==> src/rtl/req_dispatch_if.sv <==
// Request port plus the two unit ports and the invalid-response side channel of the dispatcher.
interface req_dispatch_if #(
   parameter int unsigned DATA_W = 32,
   parameter int unsigned TAG_W  = 2
);
   // request side: cmd+op1 in the cmd cycle, op2 in the following cycle
   logic [3:0]        req_cmd_in;
   logic [DATA_W-1:0] req_data_in;
   logic [TAG_W-1:0]  req_tag_in;
   logic              req_ready;

   // unit 0 (ALU: add/sub)
   logic              u0_valid;
   logic [3:0]        u0_cmd;
   logic [DATA_W-1:0] u0_data1;
   logic [DATA_W-1:0] u0_data2;
   logic [TAG_W-1:0]  u0_tag;
   logic              u0_ready;

   // unit 1 (shifter: shl/shr)
   logic              u1_valid;
   logic [3:0]        u1_cmd;
   logic [DATA_W-1:0] u1_data1;
   logic [DATA_W-1:0] u1_data2;
   logic [TAG_W-1:0]  u1_tag;
   logic              u1_ready;

   // invalid-command response towards the response mux
   logic [1:0]        inv_resp;
   logic [TAG_W-1:0]  inv_tag;

   // environment side: issues requests and consumes unit heads
   modport master (
      output req_cmd_in, req_data_in, req_tag_in, u0_ready, u1_ready,
      input  req_ready,
      input  u0_valid, u0_cmd, u0_data1, u0_data2, u0_tag,
      input  u1_valid, u1_cmd, u1_data1, u1_data2, u1_tag,
      input  inv_resp, inv_tag
   );

   // dispatcher side
   modport slave (
      input  req_cmd_in, req_data_in, req_tag_in, u0_ready, u1_ready,
      output req_ready,
      output u0_valid, u0_cmd, u0_data1, u0_data2, u0_tag,
      output u1_valid, u1_cmd, u1_data1, u1_data2, u1_tag,
      output inv_resp, inv_tag
   );
endinterface

==> src/rtl/req_dispatch.sv <==
// Request dispatcher: collects a two-cycle request (cmd+op1, then op2) and queues it to the
// ALU (add/sub) or shifter (shl/shr) unit FIFO; invalid commands produce a one-cycle invalid response.
module req_dispatch #(
   parameter int unsigned DATA_W     = 32,
   parameter int unsigned TAG_W      = 2,
   parameter int unsigned FIFO_DEPTH = 2
) (
   input  logic          c_clk,
   input  logic          reset,
   req_dispatch_if.slave bus
);

   localparam int unsigned NUM_UNITS = 2;
   localparam int unsigned PTR_W     = $clog2(FIFO_DEPTH);
   localparam int unsigned CNT_W     = $clog2(FIFO_DEPTH + 1);
   localparam logic [CNT_W-1:0] DEPTH_C = CNT_W'(FIFO_DEPTH);

   localparam logic [3:0] CMD_NOP = 4'd0;
   localparam logic [3:0] CMD_ADD = 4'd1;
   localparam logic [3:0] CMD_SUB = 4'd2;
   localparam logic [3:0] CMD_SHL = 4'd5;
   localparam logic [3:0] CMD_SHR = 4'd6;

   typedef struct packed {
      logic [3:0]        cmd;
      logic [DATA_W-1:0] op1;
      logic [DATA_W-1:0] op2;
      logic [TAG_W-1:0]  tag;
   } entry_t;

   typedef enum logic {
      ST_IDLE,
      ST_OP2
   } state_t;

   state_t                 state_q, state_nxt;
   logic                   capture;
   logic [NUM_UNITS-1:0]   push;
   logic                   inv_hit;
   logic                   req_ready_c;
   logic [NUM_UNITS-1:0]   unit_ready;
   entry_t                 new_entry;

   logic [3:0]             cmd_q;
   logic [DATA_W-1:0]      op1_q;
   logic [TAG_W-1:0]       tag_q;
   logic [1:0]             inv_resp_q;
   logic [TAG_W-1:0]       inv_tag_q;

   assign unit_ready = {bus.u1_ready, bus.u0_ready};
   assign new_entry  = {cmd_q, op1_q, bus.req_data_in, tag_q};

   // Acceptance needs IDLE and room in both FIFOs, so the entry is always placeable two cycles later.
   assign req_ready_c = !reset && (state_q == ST_IDLE)
                        && (g_unit[0].count_q < DEPTH_C)
                        && (g_unit[1].count_q < DEPTH_C);
   assign bus.req_ready = req_ready_c;

   // State register.
   always_ff @(posedge c_clk) begin
      if (reset) state_q <= ST_IDLE;
      else       state_q <= state_nxt;
   end

   // Next state, capture strobe, FIFO push and invalid-command decode.
   always_comb begin
      state_nxt = state_q;
      capture   = 1'b0;
      push      = '0;
      inv_hit   = 1'b0;
      case (state_q)
         ST_IDLE: begin
            if (req_ready_c && (bus.req_cmd_in != CMD_NOP)) begin
               capture   = 1'b1;
               state_nxt = ST_OP2;
            end
         end
         ST_OP2: begin
            state_nxt = ST_IDLE;
            case (cmd_q)
               CMD_ADD, CMD_SUB: push[0] = 1'b1;
               CMD_SHL, CMD_SHR: push[1] = 1'b1;
               default:          inv_hit = 1'b1;
            endcase
         end
         default: state_nxt = ST_IDLE;
      endcase
   end

   // Latch cmd, op1 and tag in the cmd cycle.
   always_ff @(posedge c_clk) begin
      if (reset) begin
         cmd_q <= '0;
         op1_q <= '0;
         tag_q <= '0;
      end else if (capture) begin
         cmd_q <= bus.req_cmd_in;
         op1_q <= bus.req_data_in;
         tag_q <= bus.req_tag_in;
      end
   end

   // One-cycle invalid response; the tag is held until the next invalid command.
   always_ff @(posedge c_clk) begin
      if (reset) begin
         inv_resp_q <= 2'b00;
         inv_tag_q  <= '0;
      end else begin
         inv_resp_q <= inv_hit ? 2'b10 : 2'b00;
         if (inv_hit) inv_tag_q <= tag_q;
      end
   end

   assign bus.inv_resp = inv_resp_q;
   assign bus.inv_tag  = inv_tag_q;

   // Per-unit FIFO with a registered head stage mirroring the entry at the read pointer.
   for (genvar u = 0; u < NUM_UNITS; u++) begin : g_unit
      entry_t            mem [FIFO_DEPTH];
      logic [PTR_W-1:0]  wr_ptr_q;
      logic [PTR_W-1:0]  rd_ptr_q;
      logic [PTR_W-1:0]  rd_nxt;
      logic [CNT_W-1:0]  count_q;
      logic [CNT_W-1:0]  count_nxt;
      entry_t            head_q;
      entry_t            head_nxt;
      logic              valid_q;
      logic              pop;

      // Next count/read pointer and the entry that becomes the head after this edge.
      always_comb begin
         pop       = valid_q && unit_ready[u];
         count_nxt = count_q + CNT_W'(push[u]) - CNT_W'(pop);
         rd_nxt    = rd_ptr_q + PTR_W'(pop);
         head_nxt  = head_q;
         if (count_nxt != '0) begin
            // the entry being written becomes head only when it will be the sole occupant
            if (push[u] && (wr_ptr_q == rd_nxt)) head_nxt = new_entry;
            else                                 head_nxt = mem[rd_nxt];
         end
      end

      // Storage array, written at the write pointer.
      always_ff @(posedge c_clk) begin
         if (!reset && push[u]) mem[wr_ptr_q] <= new_entry;
      end

      // Pointers, occupancy and head registers.
      always_ff @(posedge c_clk) begin
         if (reset) begin
            wr_ptr_q <= '0;
            rd_ptr_q <= '0;
            count_q  <= '0;
            head_q   <= '0;
            valid_q  <= 1'b0;
         end else begin
            wr_ptr_q <= wr_ptr_q + PTR_W'(push[u]);
            rd_ptr_q <= rd_nxt;
            count_q  <= count_nxt;
            head_q   <= head_nxt;
            valid_q  <= (count_nxt != '0);
         end
      end
   end

   assign bus.u0_valid = g_unit[0].valid_q;
   assign bus.u0_cmd   = g_unit[0].head_q.cmd;
   assign bus.u0_data1 = g_unit[0].head_q.op1;
   assign bus.u0_data2 = g_unit[0].head_q.op2;
   assign bus.u0_tag   = g_unit[0].head_q.tag;

   assign bus.u1_valid = g_unit[1].valid_q;
   assign bus.u1_cmd   = g_unit[1].head_q.cmd;
   assign bus.u1_data1 = g_unit[1].head_q.op1;
   assign bus.u1_data2 = g_unit[1].head_q.op2;
   assign bus.u1_tag   = g_unit[1].head_q.tag;

endmodule

==> src/flat_wrapper.sv <==
// flat-port wrapper written by rule: the top's interface ports become plain ports
module req_dispatch_flat 
#(
   parameter int unsigned DATA_W     = 32,
   parameter int unsigned TAG_W      = 2,
   parameter int unsigned FIFO_DEPTH = 2
)
  (c_clk, reset, bus_req_cmd_in, bus_req_data_in, bus_req_tag_in, bus_u0_ready, bus_u1_ready, bus_req_ready, bus_u0_valid, bus_u0_cmd, bus_u0_data1, bus_u0_data2, bus_u0_tag, bus_u1_valid, bus_u1_cmd, bus_u1_data1, bus_u1_data2, bus_u1_tag, bus_inv_resp, bus_inv_tag);
  req_dispatch_if #(.DATA_W(DATA_W), .TAG_W(TAG_W)) bus_i ();
  input  logic c_clk;
  input  logic reset;
  input wire logic [$bits(bus_i.req_cmd_in)-1:0] bus_req_cmd_in;
  input wire logic [$bits(bus_i.req_data_in)-1:0] bus_req_data_in;
  input wire logic [$bits(bus_i.req_tag_in)-1:0] bus_req_tag_in;
  input wire logic [$bits(bus_i.u0_ready)-1:0] bus_u0_ready;
  input wire logic [$bits(bus_i.u1_ready)-1:0] bus_u1_ready;
  output wire logic [$bits(bus_i.req_ready)-1:0] bus_req_ready;
  output wire logic [$bits(bus_i.u0_valid)-1:0] bus_u0_valid;
  output wire logic [$bits(bus_i.u0_cmd)-1:0] bus_u0_cmd;
  output wire logic [$bits(bus_i.u0_data1)-1:0] bus_u0_data1;
  output wire logic [$bits(bus_i.u0_data2)-1:0] bus_u0_data2;
  output wire logic [$bits(bus_i.u0_tag)-1:0] bus_u0_tag;
  output wire logic [$bits(bus_i.u1_valid)-1:0] bus_u1_valid;
  output wire logic [$bits(bus_i.u1_cmd)-1:0] bus_u1_cmd;
  output wire logic [$bits(bus_i.u1_data1)-1:0] bus_u1_data1;
  output wire logic [$bits(bus_i.u1_data2)-1:0] bus_u1_data2;
  output wire logic [$bits(bus_i.u1_tag)-1:0] bus_u1_tag;
  output wire logic [$bits(bus_i.inv_resp)-1:0] bus_inv_resp;
  output wire logic [$bits(bus_i.inv_tag)-1:0] bus_inv_tag;
  assign bus_i.req_cmd_in = bus_req_cmd_in;
  assign bus_i.req_data_in = bus_req_data_in;
  assign bus_i.req_tag_in = bus_req_tag_in;
  assign bus_i.u0_ready = bus_u0_ready;
  assign bus_i.u1_ready = bus_u1_ready;
  assign bus_req_ready = bus_i.req_ready;
  assign bus_u0_valid = bus_i.u0_valid;
  assign bus_u0_cmd = bus_i.u0_cmd;
  assign bus_u0_data1 = bus_i.u0_data1;
  assign bus_u0_data2 = bus_i.u0_data2;
  assign bus_u0_tag = bus_i.u0_tag;
  assign bus_u1_valid = bus_i.u1_valid;
  assign bus_u1_cmd = bus_i.u1_cmd;
  assign bus_u1_data1 = bus_i.u1_data1;
  assign bus_u1_data2 = bus_i.u1_data2;
  assign bus_u1_tag = bus_i.u1_tag;
  assign bus_inv_resp = bus_i.inv_resp;
  assign bus_inv_tag = bus_i.inv_tag;
  req_dispatch #(.DATA_W(DATA_W), .TAG_W(TAG_W), .FIFO_DEPTH(FIFO_DEPTH)) u_core (.c_clk(c_clk), .reset(reset), .bus(bus_i));
endmodule
==> config.mk <==
export PLATFORM = sky130hd
export DESIGN_NAME = req_dispatch_flat
export DESIGN_NICKNAME = d
export VERILOG_FILES = /design/src/rtl/req_dispatch_if.sv /design/src/rtl/req_dispatch.sv /design/src/flat_wrapper.sv
export SDC_FILE = /design/constraint.sdc
export NUM_CORES = 1
export LEC_CHECK = 0
export ABC_AREA = 1
export BUFFER_PORTS_ARGS = -buffer_cell sky130_fd_sc_hd__buf_2
export CORE_UTILIZATION = 30
export CTS_CLUSTER_DIAMETER = 60
export DETAILED_ROUTE_END_ITERATION = 12
export SKIP_LAST_GASP = 1
export SLEW_MARGIN = 20
export SYNTH_ARGS = -nofsm -noshare
export SYNTH_HDL_FRONTEND = slang
export SYNTH_SLANG_ARGS = --single-unit
==> constraint.sdc <==
create_clock -name c_clk -period 6.54 [get_ports c_clk]
set_clock_uncertainty 0.2 [all_clocks]
set_input_delay 1.308 -clock c_clk [delete_from_list [all_inputs] [get_ports c_clk]]
set_output_delay 1.308 -clock c_clk [all_outputs]
set_load 0.03 [all_outputs]
==> results of run 1 <==
per-stage QoR:
step	utilization, %	hold WS (ns)	area (um^2)	total power [mW]	instances
3_5_place_dp	32.9	0.283	21700	8.22	3284
2_1_floorplan	-	0.279	20100	6.96	2361
5_1_grt	35.6	0.322	23500	11.9	3377
6_report	35.6	0.303	23500	11.2	3377
4_1_cts	35.6	0.305	23500	11.3	3377
3_3_place_gp	32.9	0.293	21700	8.18	3283
worst reg2reg max path, cell delays in order, from the launching register on:
cell and delay, ns:
dfxtp_1 0.55, inv_1 0.15, nand2_1 0.19, nand3_2 0.19, nand2_1 0.14, nand2_1 0.07, ha_1 0.20, xor2_1 0.20
inv_1 0.08, nand3_2 0.09, nand3_2 0.13, inv_2 0.52, buf_4 0.55, nor2_1 0.16, nor2_1 0.14
state kept, by name, indices dropped and copies added, names as in the netlist, 4 cells and up:
| register | count |
|---|---|
| u_core.bus.u0_data2 | 32 |
| u_core.g_unit.count_q | 4 |
| u_core.op1_q | 32 |
| u_core.cmd_q | 4 |
| u_core.bus.u1_cmd | 4 |
| u_core.g_unit.mem | 280 |
| u_core.bus.u1_data1 | 32 |
| u_core.bus.u0_cmd | 4 |
| u_core.bus.u1_data2 | 32 |
| u_core.bus.u0_data1 | 32 |
power breakdown:
| group | internal [mW] | switching (mW) | leakage [nW] |
|---|---|---|---|
| Clock | 1.88 | 1.20 | 0.869 |
| Sequential | 3.60 | 0.334 | 4.13 |
| Combinational | 1.24 | 2.92 | 5.46 |
| Total | 6.73 | 4.45 | 10.5 |
cell families after synthesis:
kind of cell / synth area share, %
flops: 60.8
compound gates: 1.19
fa+ha+maj: 0.124
buf+inv: 6.31
simple gates: 31.4
xor+xnor: 0.0870
other cells: 0.0186
final timing paths:
path / slack, ns / to / start / depth (start not counted)
worst max-delay path: 2.62 / bus_req_ready / reset / 3
worst min-delay path: 0.30 / u_core.bus.u0_cmd[3] / u_core.bus.u0_cmd[3] / 2
worst max register to register: 2.90 / u_core.bus.u0_data2[6] / u_core.cmd_q[0] / 14
worst min register to register: 0.30 / u_core.bus.u0_cmd[3] / u_core.bus.u0_cmd[3] / 2
final cells by class:
| class | count | area share [%] |
|---|---|---|
| Inverter | 159 | 2.55 |
| Tap cell | 864 | 4.59 |
| Multi-Input combinational cell | 1576 | 28.3 |
| Clock inverter | 30 | 1.79 |
| Timing Repair Buffer | 213 | 4.91 |
| Clock buffer | 63 | 5.83 |
| Sequential cell | 472 | 52.0 |
layout by cell type, fill, tap and decap left out, types with 7 or more instances in the layout:
| cell | n |
|---|---|
| nand2_1 | 856 |
| nor2_1 | 364 |
| edfxtp_1 | 280 |
| dfxtp_1 | 192 |
| buf_2 | 187 |
| inv_1 | 147 |
| nand3_1 | 144 |
| nand4_1 | 136 |
| clkbuf_16 | 51 |
| o21ai_0 | 40 |
| buf_4 | 24 |
| inv_2 | 10 |
| clkinv_2 | 10 |
| bufinv_16 | 10 |
| nand3_2 | 7 |
| nand2_2 | 7 |
| clkbuf_1 | 7 |
layer usage:
metal  wire (um)  up-vias  track usage, %
li1            -     7840               -
met1       28000     7511            24.4
met2       28500      426            28.9
met3        3380       71            3.12
met4        1200        2            4.23
met5          13        -               0
==> flow_metrics.tcl, run 1 <==
set metrics [dict create \
    max_freq_mhz 255 \
    multiInputGateArea_mm2 0.00666 \
    antenna_found_initial 1 \
    ys_types 26 \
    finalSetupViolCount 0 \
    path_clk_slew_ns 0.06 \
    startpoint_type "input pin" \
    critPathCaptureType "primary output" \
    drtAntennaViolNets 0 \
    die_area_mm2 0.0682 \
    drc 4 \
    ctsHoldBuffers 0 \
    synth_area_leaders "edfxtp_1 42%, dfxtp_1 19%, nand2_1 16%" \
    grt_max_degree 72 \
    dp_hpwl_mm 38.2 \
    syn_inst 2361 \
    violations "design-rule violations" \
    drv_cap 0 \
    grt_pass1_vias 14800 \
    clock_path_buffers 3 \
    io_pins 189 \
    die_w_um 261 \
    worstPathRequired_ns 5.03 \
    hold_violations 0 \
    wl_mm 61.1 \
    drive_gt1_share_pct 13.2 \
    path_delay_family "simple AND/OR/NAND/NOR gates" \
    worst_slew_pin_slew_ns 1.10 \
    die_y_um 261 \
    critPathMaxFanout 14 \
    fin_crit_ns 3.92 \
    syn_nets 2405 \
    overflow 0 \
    track_usage_pct 17.7 \
    initialDrtViolationCount 1276 \
    cts_sinks 472 \
    slowest_stage "nor4_2" \
    slew_viol_final 0 \
    fin_setup_tns_ns 0 \
    place_ws_ns 2.22 \
    rows 94 \
    status "complete, but fails checks" \
    irDropWorstVdd_mv 0.354 \
    via_per_inst 4.69 \
    syn_area_mm2 0.0201 \
    synthArstFlopShare_pct 0 \
    synthTopCellsByCount "858 x nand2_1, 368 x nor2_1, 280 x edfxtp_1" \
    crit_chain "buf_2 -> nor4_2 -> buf_2" \
    relSlewSlack_pct 26.6 \
    post-route-period-util_pct 59.9 \
    clock_latency_ns 0.60 \
    grt_pass1_wl_mm 93.0 \
    initial_core_util_pct 30.5 \
    final.fill_count 6807 \
    numPortBuffers 187 \
    cp_slowest_stage_delay_ns 0.56 \
    avgRoutedWirePerCell_um 18.1 \
    path_common_cell "buf_2" \
    core_mm2 0.0661 \
    rsz0062_at_grt "no" \
    tritoncts "built" \
    firstDrtPassIters 12 \
    p_leak_nw 10.5 \
    synthMostInstantiatedCell "nand2_1" \
    ys_ff_latch 472 \
    avgSynthCellArea_um2 8.53 \
    gp_congestion 0.773 \
    synth_ff_type "edfxtp_1" \
    cts-buffers-inserted 50 \
    cellPowerDensity_mw_per_mm2 475 \
    timing.final.ws_setup_ns 2.62 \
    syn_to_final_growth_pct 16.9 \
    yosysTopAreaCell "edfxtp_1" \
    cp.arrival_ns 2.41 \
    num_vias 15900 \
    synth_warnings 0 \
    antenna_cells 0 \
    cts_root_buf "clkbuf_16" \
    layout.nets 2516 \
    hp-class "reg2reg" \
    crit_type "in2out" \
    synth_edf_count 280 \
    cts_setup_buffers 0 \
    htreeDepth 2 \
    synth_top_area_share_pct 41.7 \
    critPathBufInv 2 \
    regArea_mm2 0.0123 \
    cts_resized 0 \
    ys_seq_area_share_pct 60.8 \
]
Power figures use the tool's default switching activity.
==> inputs of run 2 (changes only) <==
Clock period 6.54 ns to 3.2 ns, I/O delays scaled along.
==> run 2 against run 1 <==
The flow still finishes with violations (design-rule violations). Wire length up 1.3%. Sequential share of layout area down 1.0 points. Worst setup slack worse by 2.2 ns. Global-route usage up 0.30 points. Sequential cell count unchanged. Sequential power up 100%. Critical path depth up 11. Largest cell class unchanged.
==> flow_metrics.tcl, run 2 (synthesis results as in run 1) <==
set metrics [dict create \
    status "complete, but fails checks" \
    violations "design-rule violations" \
    path_common_cell "nand2_1" \
    ctsHoldBuffers 0 \
    syn_to_final_growth_pct 19.3 \
    r2r-start "u_core.cmd_q[0]" \
    relSlewSlack_pct 43.8 \
    clock_path_buffers 3 \
    cts_resized 0 \
    largest_register_ff_count 280 \
    path_delay_family "simple AND/OR/NAND/NOR gates" \
    max_freq_mhz 363 \
    regArea_mm2 0.0123 \
    tritoncts "built" \
    die_y_um 261 \
    layout_commonest_cell "nand2_1" \
    via_per_inst 4.68 \
    die_w_um 261 \
    die_area_mm2 0.0682 \
    overflow 0 \
    grt_pass1_wl_mm 94.0 \
    antenna_cells 0 \
    gp_congestion 0.789 \
    core_mm2 0.0661 \
    rows 94 \
    ff2ff_path_depth 14 \
    cp_slowest_stage_delay_ns 0.46 \
    critPathBufInv 4 \
    cellPowerDensity_mw_per_mm2 963 \
    io_pins 189 \
    drive_gt1_share_pct 14.0 \
    fin_crit_ns 2.75 \
    hp-class "in2reg" \
    wl_mm 61.9 \
    clock_latency_ns 0.60 \
    layout_common_cells "856 x nand2_1, 364 x nor2_1, 280 x edfxtp_1, 192 x dfxtp_1, 187 x buf_2" \
    crit_chain "inv_1 -> nand2_1 -> nand3_2 -> nand2_1 -> nand2_1 -> ha_1 -> xor2_1 -> inv_1 -> nand3_4 -> nand3_2 -> inv_2 -> buf_12 -> nor2_1 -> nor2_1" \
    rsz0062_at_grt "no" \
    path_clk_slew_ns 0.06 \
    hold_depth 3 \
    drc 8 \
    irDropWorstVdd_mv 0.568 \
    total_power_mw 23.1 \
    r2r-end "u_core.bus.u0_data1[9]" \
    antenna_found_initial 1 \
    reg2reg_slack_ns 0.45 \
    crit_type "reg2reg" \
    initialDrtViolationCount 1245 \
    num_vias 15900 \
    track_usage_pct 18.0 \
    htreeDepth 2 \
    worst_slew_pin_slew_ns 0.843 \
    layout.nets 2544 \
    multiInputGateArea_mm2 0.00668 \
    dp_hpwl_mm 38.6 \
    min_to "u_core.tag_q[0]" \
    grt_pass1_vias 14700 \
    final.fill_count 6773 \
    drtAntennaViolNets 0 \
    initial_core_util_pct 30.5 \
    drv_cap 0 \
    critPathCaptureType "flop" \
    slew_viol_final 0 \
    worstPathRequired_ns 3.53 \
    top_register "u_core.g_unit.mem" \
    firstDrtPassIters 10 \
    cp.arrival_ns 3.08 \
    slowest_stage "dfxtp_1" \
    startpoint_type "flop" \
    cts_sinks 472 \
    avgRoutedWirePerCell_um 18.2 \
    cts-buffers-inserted 52 \
    p_leak_nw 10.7 \
    grt_max_degree 181 \
    numPortBuffers 187 \
    hold_start "bus_req_tag_in[0]" \
    cts_root_buf "clkbuf_16" \
    hold_slack_ns 0.121 \
    critPathMaxFanout 41 \
    hold_violations 0 \
    cts_setup_buffers 0 \
    finalSetupViolCount 0 \
    post-route-period-util_pct 86.0 \
]
-- run 2: area by class of cell --
cell class	count	share of cell area (%)
sequential	472	51.0
multi-input combinational	1576	27.8
timing repair buffer	239	6.77
clock buffer	66	6.06
tap	864	4.50
inverter	159	2.51
clock inverter	31	1.34
-- run 2: power breakdown --
part	leakage, nW	internal, mW	switching [mW]	total (mW)
registers	4.13	7.36	0.625	7.99
logic	5.69	2.86	6.09	8.94
clock network	0.876	3.71	2.50	6.21
total	10.7	13.9	9.22	23.1
-- run 2: worst max path at each step --
stage                    startpoint                          to  slack, ns  cells past startpoint
floorplan           u_core.cmd_q[0]  u_core.g_unit[0].mem[1][0]      -0.59                      8
global placement       bus_u1_ready     u_core.bus.u1_data1[28]       0.45                     14
detailed placement     bus_u1_ready     u_core.bus.u1_data1[25]       0.39                     14
CTS                 u_core.cmd_q[0]      u_core.bus.u0_data1[9]       0.47                     14
global route        u_core.cmd_q[1]     u_core.bus.u0_data2[29]       0.26                     14
finish              u_core.cmd_q[0]      u_core.bus.u0_data1[9]       0.45                     14
-- run 2: worst reg2reg max path, delay by kind of cell (launching register included) --
family	cells	cell delay [ns]
flip-flops	1	0.46
AND/OR/NAND/NOR	8	1.08
XOR/XNOR	1	0.20
adder cells (fa/ha/maj)	1	0.21
buffers and inverters	4	0.54
-- run 2: per-layer routing --
| layer | up-vias | global-route usage, % | share of wire [%] |
|---|---|---|---|
| li1 | 7894 | - | - |
| met1 | 7514 | 24.7 | 44 |
| met2 | 458 | 29.7 | 48 |
| met3 | 81 | 2.56 | 6.4 |
| met4 | 2 | 4.81 | 2.0 |
| met5 | - | 0 | 0.021 |
-- run 2: through the flow --
step	cells	setup slack [ns]	setup TNS, ns	util, %	instance area [um^2]
after global placement	3310	0.452	0	33.7	22200
after global routing	3407	0.261	0	36.3	24000
after CTS	3407	0.471	0	36.3	24000
final	3407	0.448	0	36.3	24000
after detailed placement	3310	0.391	0	33.7	22200
after floorplan	2361	-0.589	-82.44	-	20200
